$ cat src/rtl/mskaes_ctrl_pkg.sv
// Purpose : shared types for the masked AES round controller (FSM states, key-length codes, round count).
// Latency : n/a (types and a pure function only).
// Backpr. : n/a.
package mskaes_ctrl_pkg;

    typedef enum logic [1:0] {
        ST_IDLE       = 2'd0,
        ST_ROUND      = 2'd1,
        ST_LAST_ROUND = 2'd2,
        ST_OUT_HOLD   = 2'd3
    } state_e;

    localparam logic [1:0] KEY_LEN_128  = 2'd0;
    localparam logic [1:0] KEY_LEN_192  = 2'd1;
    localparam logic [1:0] KEY_LEN_256  = 2'd2;
    localparam logic [1:0] KEY_LEN_RSVD = 2'd3;

    // Number of AES rounds for a key-length code; the reserved code falls back to AES-128.
    function automatic logic [3:0] nr_of(input logic [1:0] key_len);
        case (key_len)
            KEY_LEN_192: nr_of = 4'd12;
            KEY_LEN_256: nr_of = 4'd14;
            default:     nr_of = 4'd10;
        endcase
    endfunction

endpackage

$ cat src/rtl/mskaes_ctrl_cnt.sv
// Purpose : up-counter with synchronous clear (wins over increment) and asynchronous active-low reset.
// Latency : count visible one cycle after i_inc/i_clr.
// Backpr. : none; ports: clk, nrst, i_clr, i_inc -> o_cnt[WIDTH-1:0].
module mskaes_ctrl_cnt #(
    parameter int WIDTH = 4
) (
    input  logic             clk,
    input  logic             nrst,
    input  logic             i_clr,
    input  logic             i_inc,
    output logic [WIDTH-1:0] o_cnt
);

    logic [WIDTH-1:0] r_cnt;

    always_ff @(posedge clk or negedge nrst) begin
        if (!nrst) begin
            r_cnt <= '0;
        end else if (i_clr) begin
            r_cnt <= '0;
        end else if (i_inc) begin
            r_cnt <= r_cnt + WIDTH'(1);
        end
    end

    assign o_cnt = r_cnt;

endmodule

$ cat src/rtl/mskaes_ctrl_fsm_multikey.sv
// Purpose : control FSM of the masked round-based AES core (128/192/256-bit keys, parametrised S-box latency).
// Latency : fetch at cycle 0 -> cipher_valid at cycle NR*(SBOX_LAT+1)+1; all outputs are combinational decodes.
// Backpr. : result held in OUT_HOLD until out_ready; ready only in IDLE; flush aborts to IDLE from any state.
// Ports   : in  clk, nrst, valid_in, key_len[1:0], out_ready, flush
//           out ready, cipher_valid, busy, feed_in, state_reg_enable, state_mux_lastR, key_reg_enable,
//               SB_valid_in, KS_in_valid, KS_rcon_update, KS_rcon_rst, rnd_idx[3:0], key_len_q[1:0]
module mskaes_ctrl_fsm_multikey
    import mskaes_ctrl_pkg::*;
#(
    parameter int SBOX_LAT = 6,
    parameter int CNT_W    = 4
) (
    input  logic       clk,
    input  logic       nrst,
    input  logic       valid_in,
    input  logic [1:0] key_len,
    input  logic       out_ready,
    input  logic       flush,
    output logic       ready,
    output logic       cipher_valid,
    output logic       busy,
    output logic       feed_in,
    output logic       state_reg_enable,
    output logic       state_mux_lastR,
    output logic       key_reg_enable,
    output logic       SB_valid_in,
    output logic       KS_in_valid,
    output logic       KS_rcon_update,
    output logic       KS_rcon_rst,
    output logic [3:0] rnd_idx,
    output logic [1:0] key_len_q
);

    generate
        if (SBOX_LAT < 1 || SBOX_LAT > (2**CNT_W) - 1) begin : g_lat_chk
            $error("SBOX_LAT must be in 1..2**CNT_W-1");
        end
    endgenerate

    localparam logic [CNT_W-1:0] LP_CNT_LAST = CNT_W'(SBOX_LAT);

    state_e           r_state;
    state_e           w_state_nxt;
    logic [1:0]       r_key_len_q;
    logic [CNT_W-1:0] w_cnt_fsm;
    logic [3:0]       w_rnd_idx;
    logic [3:0]       w_nr;
    logic             w_end_rnd;
    logic             w_fetch;
    logic             w_cnt_clr;
    logic             w_cnt_inc;
    logic             w_rnd_clr;
    logic             w_rnd_inc;

    mskaes_ctrl_cnt #(.WIDTH(CNT_W)) u_cnt_fsm (
        .clk   (clk),
        .nrst  (nrst),
        .i_clr (w_cnt_clr),
        .i_inc (w_cnt_inc),
        .o_cnt (w_cnt_fsm)
    );

    mskaes_ctrl_cnt #(.WIDTH(4)) u_rnd_idx (
        .clk   (clk),
        .nrst  (nrst),
        .i_clr (w_rnd_clr),
        .i_inc (w_rnd_inc),
        .o_cnt (w_rnd_idx)
    );

    assign w_nr      = nr_of(r_key_len_q);
    assign w_end_rnd = (w_cnt_fsm == LP_CNT_LAST);

    always_ff @(posedge clk or negedge nrst) begin
        if (!nrst) begin
            r_state     <= ST_IDLE;
            r_key_len_q <= KEY_LEN_128;
        end else begin
            r_state <= w_state_nxt;
            if (w_fetch) begin
                // The reserved code is folded to AES-128 so the schedule never sees it.
                r_key_len_q <= (key_len == KEY_LEN_RSVD) ? KEY_LEN_128 : key_len;
            end
        end
    end

    always_comb begin
        w_state_nxt      = r_state;
        w_fetch          = 1'b0;
        w_cnt_clr        = 1'b0;
        w_cnt_inc        = 1'b0;
        w_rnd_clr        = 1'b0;
        w_rnd_inc        = 1'b0;
        ready            = 1'b0;
        cipher_valid     = 1'b0;
        busy             = 1'b0;
        feed_in          = 1'b0;
        state_reg_enable = 1'b0;
        state_mux_lastR  = 1'b0;
        key_reg_enable   = 1'b0;
        SB_valid_in      = 1'b0;
        KS_in_valid      = 1'b0;
        KS_rcon_update   = 1'b0;
        KS_rcon_rst      = 1'b0;

        case (r_state)
            ST_IDLE: begin
                // Registers keep loading the external input while idle; ready drops during
                // flush so a producer never sees a handshake that the FSM discards.
                ready            = !flush;
                feed_in          = 1'b1;
                state_reg_enable = 1'b1;
                key_reg_enable   = 1'b1;
                if (flush) begin
                    w_cnt_clr = 1'b1;
                    w_rnd_clr = 1'b1;
                end else if (valid_in) begin
                    KS_rcon_rst = 1'b1;
                    w_fetch     = 1'b1;
                    w_cnt_clr   = 1'b1;
                    w_rnd_clr   = 1'b1;
                    w_state_nxt = ST_ROUND;
                end
            end

            ST_ROUND, ST_LAST_ROUND: begin
                busy = 1'b1;
                if (flush) begin
                    w_cnt_clr   = 1'b1;
                    w_rnd_clr   = 1'b1;
                    w_state_nxt = ST_IDLE;
                end else begin
                    w_cnt_inc = 1'b1;
                    if (w_cnt_fsm == '0) begin
                        SB_valid_in = 1'b1;
                        KS_in_valid = 1'b1;
                    end
                    if (w_end_rnd) begin
                        state_reg_enable = 1'b1;
                        key_reg_enable   = 1'b1;
                        KS_rcon_update   = 1'b1;
                        w_rnd_inc        = 1'b1;
                        w_cnt_clr        = 1'b1;
                        if (r_state == ST_LAST_ROUND) begin
                            state_mux_lastR = 1'b1;
                            w_state_nxt     = ST_OUT_HOLD;
                        end else if (w_rnd_idx == w_nr - 4'd2) begin
                            w_state_nxt = ST_LAST_ROUND;
                        end
                    end
                end
            end

            ST_OUT_HOLD: begin
                if (flush) begin
                    w_cnt_clr   = 1'b1;
                    w_rnd_clr   = 1'b1;
                    w_state_nxt = ST_IDLE;
                end else begin
                    cipher_valid = 1'b1;
                    if (out_ready) begin
                        w_state_nxt = ST_IDLE;
                    end
                end
            end
        endcase
    end

    assign rnd_idx   = w_rnd_idx;
    assign key_len_q = r_key_len_q;

endmodule
$ cat config.mk
export PLATFORM = sky130hd
export DESIGN_NAME = mskaes_ctrl_fsm_multikey
export DESIGN_NICKNAME = d
export VERILOG_FILES = /design/src/rtl/mskaes_ctrl_pkg.sv /design/src/rtl/mskaes_ctrl_cnt.sv /design/src/rtl/mskaes_ctrl_fsm_multikey.sv
export SDC_FILE = /design/constraint.sdc
export NUM_CORES = 1
export LEC_CHECK = 0
export ABC_AREA = 1
export CAP_MARGIN = 20
export CORE_UTILIZATION = 40
export DETAILED_ROUTE_END_ITERATION = 12
export GPL_TIMING_DRIVEN = 0
export PLACE_DENSITY = 0.65
export SLEW_MARGIN = 10
export SYNTH_ARGS = -nofsm -noshare
export SYNTH_HDL_FRONTEND = slang
export SYNTH_SLANG_ARGS = --single-unit
$ cat constraint.sdc
create_clock -name clk -period 2.52 [get_ports clk]
set_clock_uncertainty 0.05 [all_clocks]
set_input_delay 0.756 -clock clk [delete_from_list [all_inputs] [get_ports clk]]
set_output_delay 0.756 -clock clk [all_outputs]
set_load 0.01 [all_outputs]
# After elaboration in Yosys (flattened, before gate mapping)
# Cells that the tools add are included.
# totals
register_bits,12
input_bits,7
output_inout_bits,17
elab_cells,68
# classes
add_sub_neg,3
n_eq_ne,13
n_mux,40
reduce_logical,8
# ops
cell,count
two-way mux 1 bit,22
two-way mux 2 bit,9
two-way mux 4 bit,4
"adder 4 x 1 -> 4 bit, second input constant",2
"== test 2 bit, second input constant",4
"inequality test 3 bit, second input constant",2
one-hot mux 2 bit (3 select lines),1
one-hot mux 3 bit (2 select lines),1
AND reduction 5 bit,1
"== test 2 x 1 -> 1 bit, second input constant",2
"== test 4 x 3 -> 1 bit, second input constant",1
== test 4 bit,1
zero test 4 bit,1
"inequality test 2 bit, second input constant",2
"inequality test 4 bit, second input constant",1
one-hot mux 1 bit (2 select lines),2
nonzero test 2 bit,2
"subtractor 4 x 2 -> 4 bit, second input constant",1
one-hot mux 1 bit (3 select lines),1
OR reduction 3 bit,1
zero test 2 bit,1
OR reduction 2 bit,1
zero test 1 bit,1

# Logic depth before layout (Yosys ltp)
# Gate-level depths: netlist of the first run.
# logic_depth
ltp_word,9
mapped_depth,11
ltp_nobuf,11

# Hierarchy
# A second synthesis of the first run with hierarchy kept.
# hier_totals
cells_unflattened,128
area_unflattened_um2,880.8
# by_module_without_submodules
mod,n_inst,cells_each,area_per_inst_um2,seq_area_each_um2
mskaes_ctrl_fsm_multikey,1,80,478.0,100.1
mskaes_ctrl_cnt,2,24,201.4,100.1

# Worst setup path after synthesis of the first run
# OpenSTA, ideal clock, no wires.
# synth_timing
kind,input-to-output
from,input port flush
to,output port state_reg_enable
t_arrival_ns,1.586
required_time_ns,1.714
setup_slack_ns,0.128
stages,7
n_path_buf,2
cell_sequence,buf_6 > inv_4 > nand2_4 > inv_4 > nand2_4 > a21oi_1 > buf_4
# synth_via
elab_chain_cells,2
# synth_rtl
element,line_no,text
"start, declared",mskaes_ctrl_fsm_multikey.sv:18,"input logic flush,"
two-way mux 1 bit,-,
one-hot mux 1 bit (2 select lines),-,
"end, declared",mskaes_ctrl_fsm_multikey.sv:23,"output logic state_reg_enable,"
# No other way between the ends.

# Worst setup path after layout of the first run
# layout_timing
from,register r_state[0]
to,output port state_reg_enable
# layout_via
elab_chain_cells,3
elab_cells_between_ends,5
classes_between,2 x eq/ne; 1 x mux; 2 x reduce/logical
# layout_rtl
element,line_no,text
"start, declared",mskaes_ctrl_fsm_multikey.sv:42,state_e r_state;
"start signal, assigned",mskaes_ctrl_fsm_multikey.sv:79,r_state <= w_state_nxt;
== test 2 bit or == test 2 x 1 -> 1 bit (tied branches),mskaes_ctrl_fsm_multikey.sv:106,case (r_state)
OR reduction 2 bit,mskaes_ctrl_fsm_multikey.sv:106,
one-hot mux 1 bit (2 select lines) (*),mskaes_ctrl_fsm_multikey.sv:106,
# Every way passes the cells marked *; elsewhere a longest branch is shown, timed or not.

==> impl_metrics.csv, run 1 <==
group,metric,value,unit
outcome,outcome,"completed",
place,gp_congestion,0.7397,
detailed_routing,routed_wl,2010,um
detailed_routing,drc,0,
floorplan,initial_core_util,42.09,%
global_routing,grt_usage,18.18,%
synthesis,synth_area_leaders,"dfrtp_1 33%, ha_1 14%, nand2_1 11%",
power,p_leak,0.6746,nW
timing,period_share,99.36,%
synthesis,synth_area_leader_cell,"dfrtp_1",
clocking,clk_pin_slew,0.08,ns
place,placed_cells,172,
critical_path,start_kind,"flip-flop",
run,maxCapViolations,0,
place,place_area,0.001177,mm^2
synthesis,yosysMostFrequentCell,"nand2_1",
timing,hold_viol,0,
finish,fillers,208,
global_routing,grt_max_degree,13,
finish,fin_area,0.001289,mm^2
timing,timing.final.setup_violations,0,
critical_path,rr_startpoint,"u_cnt_fsm.o_cnt[0]$_DFFE_PN0P_",
synthesis,ys_types,23,
floorplan,core,0.002191,mm^2
synthesis,synth-edff-count,0,
synthesis,syn_inst,122,
synthesis,synth_nets,139,
detailed_routing,dr.pass1.iters,4,
detailed_routing,vias,868,
synthesis,synth_flop_cell,"dfrtp_1",
finish,layout.nets,171,
timing,timing.fmax,399.4,MHz
clocking,clock_latency,0.27,ns
timing,max_slew_margin,59.73,%
finish,layout-drive-gt1-share,24.18,%
critical_path,crit_fanout,9,
finish,stdcell_count,181,
synthesis,async_flop_share,100.0,%
power,p_per_area,932.1,mW/mm^2
timing,drv_slew,0,
global_routing,grt_pass1_wl,3443,um
place,io_buffers,22,
synthesis,ys.warnings.count,0,
floorplan,rows,17,
detailed_routing,wl_per_cell,11.10,um
synthesis,synth_commonest_cells,"27 x nand2_1, 17 x inv_1, 12 x dfrtp_1, 11 x nand3_1, 11 x nor2_1",
min_path,hp-start,"r_state[0]$_DFFE_PN0P_",
place,dp.final_hpwl,1525,um
floorplan,ios,24,
clocking,cts_buffers,3,
detailed_routing,viasPerCell,4.796,
synthesis,synth-seq-area-share,32.56,%
detailed_routing,drtIter0Drc,20,
global_routing,overflow,0,
clocking,cts_tree,"yes",
critical_path,worstSetupEndpointType,"output pin",
min_path,hp-class,"flip-flop to flip-flop",
timing,worstMarginPinSlew,0.6022,ns
critical_path,path_class,"flip-flop to output pin",
synthesis,synth_top_area_share,32.56,%
finish,antennaDiodeCount,0,
detailed_routing,ant_nets,0,
global_routing,antenna_found_initial,0,
floorplan,fp.dieArea,0.002502,mm^2
synthesis,syn_avg_cell_area,7.558,um^2
clocking,cts_max_path_buffers,2,
synthesis,synthesis.area,922.1,um^2
critical_path,crit_required,1.71,ns
clocking,clockRootBuffer,"clkbuf_4",
clocking,cts_sinks,12,
critical_path,cp-startpoint,"r_state[0]$_DFFE_PN0P_",
floorplan,die_height,50.02,um
power,ir_drop,0.6272,mV
synthesis,ys_ff_latch,12,
finish,area_delta_synth_final,39.76,%
timing,rsz0062_at_grt,"yes",
clocking,htreeDepth,1,
critical_path,worstPathArrival,1.70,ns
floorplan,die_x,50.02,um
timing,fin_crit,2.504,ns
global_routing,grt_pass1_vias,795,
clocking,cts_hold_buffers,0,
==> cells by family after synthesis <==
family | synth area share, %
buffers and inverters | 12.08
and+or+nand+nor | 31.62
adders and majority gates | 13.57
DFF | 32.56
AOI/OAI and AO/OA | 8.276
xor gates and xnor gates | 1.900
==> worst paths after layout <==
| check | to | slack (ns) | cells after the start |
|---|---|---|---|
| max | state_reg_enable | 0.02 | 8 |
| min | r_state[0]$_DFFE_PN0P_ | 0.50 | 2 |
| max reg2reg | r_state[1]$_DFFE_PN0P_ | 0.88 | 10 |
| min reg2reg | r_state[0]$_DFFE_PN0P_ | 0.50 | 2 |
| max in group asynchronous | u_cnt_fsm.o_cnt[3]$_DFFE_PN0P_ | 1.22 | 1 |
| min in group asynchronous | r_state[0]$_DFFE_PN0P_ | 0.81 | 1 |
==> per-layer routing <==
metal / GRT usage, % / wire [um] / part of all wire [%]
met4: 5.714 / 13 / 0.65
met3: 2.778 / 59 / 2.9
met2: 30.67 / 957 / 48
met1: 23.35 / 980 / 49
met5: 0 / 0 / 0
==> cell usage in the layout (no fill, tap or decap), drive strengths merged <==
master | synthesis | routed
nand2 | 31 | 31
xor2 | 2 | 2
dlygate4sd2 | 0 | 4
a21oi | 7 | 7
o21ai | 7 | 7
clkdlybuf4s50 | 0 | 10
o22ai | 1 | 1
nand3 | 12 | 12
clkdlybuf4s15 | 0 | 1
buf | 3 | 11
nor2 | 13 | 13
ha | 10 | 10
inv | 20 | 20
dfrtp | 12 | 12
dlymetal6s2s | 0 | 3
nor3 | 3 | 3
clkbuf | 0 | 5
and3 | 1 | 1
==> stage by stage <==
stage | utilization, % | setup TNS, ns | power (mW) | hold WS (ns) | setup slack, ns
finish | 58.82 | 0 | 1.201 | 0.5036 | 0.01614
global route | 58.82 | -0.07785 | 1.312 | 0.5345 | -0.06666
CTS | 56.65 | 0 | 1.168 | 0.4950 | 0.006616
detailed placement | 53.74 | -1.496 | 0.9617 | 0.4560 | -0.4552
global placement | 53.74 | -1.513 | 0.9536 | 0.4486 | -0.4521
floorplan | - | 0 | 0.6969 | 0.4104 | 0.1284
==> flip-flops by register name (all words and copies together) (netlist names) <==
| register | count |
|---|---|
| u_cnt_fsm.o_cnt | 4 |
| u_rnd_idx.o_cnt | 4 |
| key_len_q | 2 |
| r_state | 2 |
==> repair_timing <==
action | 4_1_cts | 5_1_grt
endpoints found under the setup margin | 9 | 7
pin swaps | 3 | 3
buffers inserted | 2 | 3
resized for setup | 26 | 10
==> final cells by class <==
| class | count | area, um^2 | share of cell area (%) |
|---|---|---|---|
| buffer | 3 | 26.28 | 2.039 |
| tap | 28 | 35.03 | 2.718 |
| sequential | 12 | 300.3 | 23.30 |
| inverter | 20 | 85.08 | 6.602 |
| clock buffer | 4 | 36.28 | 2.816 |
| multi-input combinational | 87 | 563.0 | 43.69 |
| timing repair buffer | 27 | 242.7 | 18.83 |
==> report_power, final <==
| part | switching [mW] | internal (mW) | total, mW |
|---|---|---|---|
| Clock | 0.0665 | 0.0876 | 0.154 |
| Sequential | 0.0389 | 0.233 | 0.271 |
| Combinational | 0.420 | 0.355 | 0.776 |
| Total | 0.526 | 0.675 | 1.20 |
==> worst max-delay path, stage by stage, from the launching register on <==
cell	delay, ns
dfrtp_1	0.41
inv_2	0.08
ha_4	0.30
nand2_8	0.08
inv_4	0.10
nand2_8	0.08
a21oi_2	0.16
buf_4	0.12
buf_4	0.10
Note: power is estimated with default switching activity, not from simulation.
==> inputs of run 2 (changes only) <==
Settings changed: SLEW_MARGIN 10 to default.
==> results of run 2 <==
Same layout as run 1: the final DEF is identical, and so are final timing and power.
==> inputs of run 3 (changes only) <==
Settings changed: ABC_AREA 1 to 0, CORE_ASPECT_RATIO from default to 0.6, PLACE_DENSITY 0.65 to 0.68.
Clock period 2.52 ns to 2.2 ns, I/O delays scaled along.
==> run 3 against run 2 <==
The run now ends with negative setup slack left. Setup slack got worse by 0.040 ns. Worst hold slack improved by 0.036 ns. Utilization rose by 11 points. Non-clock buffer count rose by 10. Routed wire length rose by 13%. Sequential share of layout area fell by 1.4 points. Die area fell by 2.8%.
==> impl_metrics.csv, run 3 <==
group,metric,value,unit
outcome,outcome,"finished with violations",
outcome,violations,"negative setup slack",
detailed_routing,viasPerCell,4.951,
synthesis,ys.warnings.count,0,
synthesis,syn_avg_cell_area,9.404,um^2
clocking,cts_sinks,12,
synthesis,synth-seq-area-share,33.61,%
clocking,cts_tree,"yes",
synthesis,syn_inst,95,
timing,timing.fmax,449.6,MHz
finish,layout.nets,154,
clocking,clockRootBuffer,"clkbuf_8",
global_routing,grt_pass1_vias,769,
run,maxCapViolations,0,
global_routing,overflow,0,
synthesis,yosysMostFrequentCell,"dfrtp_1",
timing,fin_crit,2.224,ns
power,swShare,38.37,%
clocking,clock_latency,0.25,ns
synthesis,async_flop_share,100.0,%
detailed_routing,dr.pass1.iters,4,
floorplan,rows,12,
timing,max_slew_margin,61.25,%
global_routing,grt_max_degree,13,
clocking,cts_hold_buffers,0,
finish,fillers,145,
floorplan,fp.dieArea,0.002433,mm^2
timing,hold_viol,0,
finish,antennaDiodeCount,0,
power,power_frac_seq,19.9,%
power,p_per_area,1068,mW/mm^2
floorplan,die_x,63.01,um
finish,layout-drive-gt1-share,36.76,%
synthesis,synth_flop_cell,"dfrtp_1",
finish,fin_area,0.001376,mm^2
synthesis,synth_area_leaders,"dfrtp_1 34%, ha_1 14%, xor2_1 5.9%",
global_routing,grt_usage,22.09,%
critical_path,start_kind,"flip-flop",
floorplan,core,0.001967,mm^2
synthesis,ys_types,28,
power,ir_drop,0.4873,mV
detailed_routing,drc,0,
clocking,cts_max_path_buffers,2,
clocking,cts_buffers,3,
clocking,clk_pin_slew,0.06,ns
synthesis,synth_commonest_cells,"12 x dfrtp_1, 11 x nor2_1, 10 x ha_1, 9 x inv_1, 8 x nand2_1",
timing,rsz0062_at_grt,"yes",
synthesis,synth_top_area_share,33.61,%
power,p_switching,0.5641,mW
synthesis,synthesis.area,893.4,um^2
finish,utilization,69.97,%
timing,setup_ws,-0.02421,ns
critical_path,worstPathArrival,1.51,ns
timing,fin_setup_tns,-0.02975,ns
synthesis,ys_ff_latch,12,
power,pwr-share-comb,63.1,%
place,dp_slack,-0.9828,ns
detailed_routing,routed_wl,2273,um
finish,final_common_cell,"buf_4",
power,p_int,0.9059,mW
global_routing,antenna_found_initial,0,
critical_path,path_class,"flip-flop to output pin",
place,place_area,0.001189,mm^2
finish,area_delta_synth_final,54.06,%
critical_path,crit_required,1.49,ns
synthesis,synth_area_leader_cell,"dfrtp_1",
detailed_routing,vias,812,
min_path,hp-class,"flip-flop to flip-flop",
detailed_routing,wl_per_cell,13.86,um
floorplan,initial_core_util,45.42,%
floorplan,die_height,38.61,um
power,p_leak,0.6920,nW
critical_path,worstSetupEndpointType,"output pin",
place,io_buffers,23,
critical_path,crit_fanout,4,
timing,whs,0.5394,ns
detailed_routing,ant_nets,0,
timing,drv_slew,0,
global_routing,grt_pass1_wl,3781,um
timing,timing.final.setup_violations,2,
synthesis,synth-edff-count,0,
synthesis,synth_nets,112,
finish,final_cell_mix,"17 x buf_4, 11 x dfrtp_1, 10 x clkdlybuf4s50_1",
place,gp_congestion,0.7537,
power,power_frac_clock,17.0,%
clocking,htreeDepth,1,
timing,worstMarginPinSlew,0.5794,ns
detailed_routing,drtIter0Drc,31,
floorplan,ios,24,
timing,period_share,101.1,%
place,dp.final_hpwl,1575,um
## run 3: cell types whose count changed in the layout (fill, tap and decap cells not counted), sizes merged, moves of 4 or more
cell / before / now
xor2: 2 / 6
inv: 20 / 9
o21ai: 7 / 3
nand2: 31 / 8
buf: 11 / 22
nand3: 12 / 3
## run 3: cell families (layout without fill, tap and decap cells)
kind of cell	Yosys count	in the layout	share of synthesized area, %
XOR/XNOR	9	9	8.824
adder cells (fa/ha/maj)	10	10	14.01
buffers and inverters	12	53	6.021
multiplexers	2	2	2.801
AND/OR/NAND/NOR	38	38	25.63
AO/OA/AOI/OAI	12	12	9.103
flip-flops	12	12	33.61
## run 3: final timing paths
check                                                     from                             end  slack (ns)  cells past startpoint
worst min register to register  u_rnd_idx.o_cnt[3]$_DFFE_PN0P_  u_rnd_idx.o_cnt[3]$_DFFE_PN0P_        0.54                      2
worst max-delay path                    r_state[0]$_DFFE_PN0P_                     SB_valid_in       -0.02                      6
max in group asynchronous                                 nrst  u_cnt_fsm.o_cnt[1]$_DFFE_PN0P_        0.95                      1
worst min-delay path            u_rnd_idx.o_cnt[3]$_DFFE_PN0P_  u_rnd_idx.o_cnt[3]$_DFFE_PN0P_        0.54                      2
min in group asynchronous                                 nrst        key_len_q[0]$_DFFE_PN0P_        0.73                      1
worst max register to register          r_state[1]$_DFFE_PN0P_          r_state[1]$_DFFE_PN0P_        0.24                      6
## run 3: area by class of cell
cell class | instances | area, um^2 | share of cell area [%]
Multi-Input combinational cell | 71 | 619.3 | 45.00
Timing Repair Buffer | 38 | 316.6 | 23.00
Sequential cell | 12 | 301.5 | 21.91
Clock buffer | 4 | 55.05 | 4.000
Tap cell | 28 | 35.03 | 2.545
Inverter | 9 | 33.78 | 2.455
Buffer | 2 | 15.01 | 1.091
## run 3: stage by stage
step,std cells,total power [mW]
2_1_floorplan,95,0.7660
6_report,164,1.470
3_3_place_gp,146,1.036
4_1_cts,164,1.474
5_1_grt,164,1.588
3_5_place_dp,146,1.052
## run 3: power groups by stage
stage / Clock [mW] / Combinational (mW) / Sequential, mW
CTS: 0.254 / 0.928 / 0.292
floorplan: 0 / 0.466 / 0.300
global placement: 0 / 0.736 / 0.299
global route: 0.269 / 1.02 / 0.300
finish: 0.250 / 0.927 / 0.293
detailed placement: 0 / 0.751 / 0.301
## run 3: worst max-delay path: stages, from the launching register on
cell	delay, ns
dfrtp_1	0.35
inv_2	0.07
ha_4	0.29
nand2b_4	0.09
nor4b_4	0.23
buf_4	0.15
buf_6	0.09
## run 3: what timing repair did
action	in CTS	in global routing
endpoints found under the setup margin	12	8
pin swaps	3	3
hold endpoints to repair	0	0
buffers inserted	14	1
resized for setup	42	9
## run 3: layer usage
| layer | vias up | global-route usage, % | part of all wire, % |
|---|---|---|---|
| met4 | 0 | 6.977 | 0.48 |
| met5 | - | 0 | 0 |
| li1 | 405 | - | - |
| met3 | 2 | 7.059 | 4.3 |
| met2 | 17 | 34.41 | 43 |
| met1 | 388 | 29.35 | 52 |
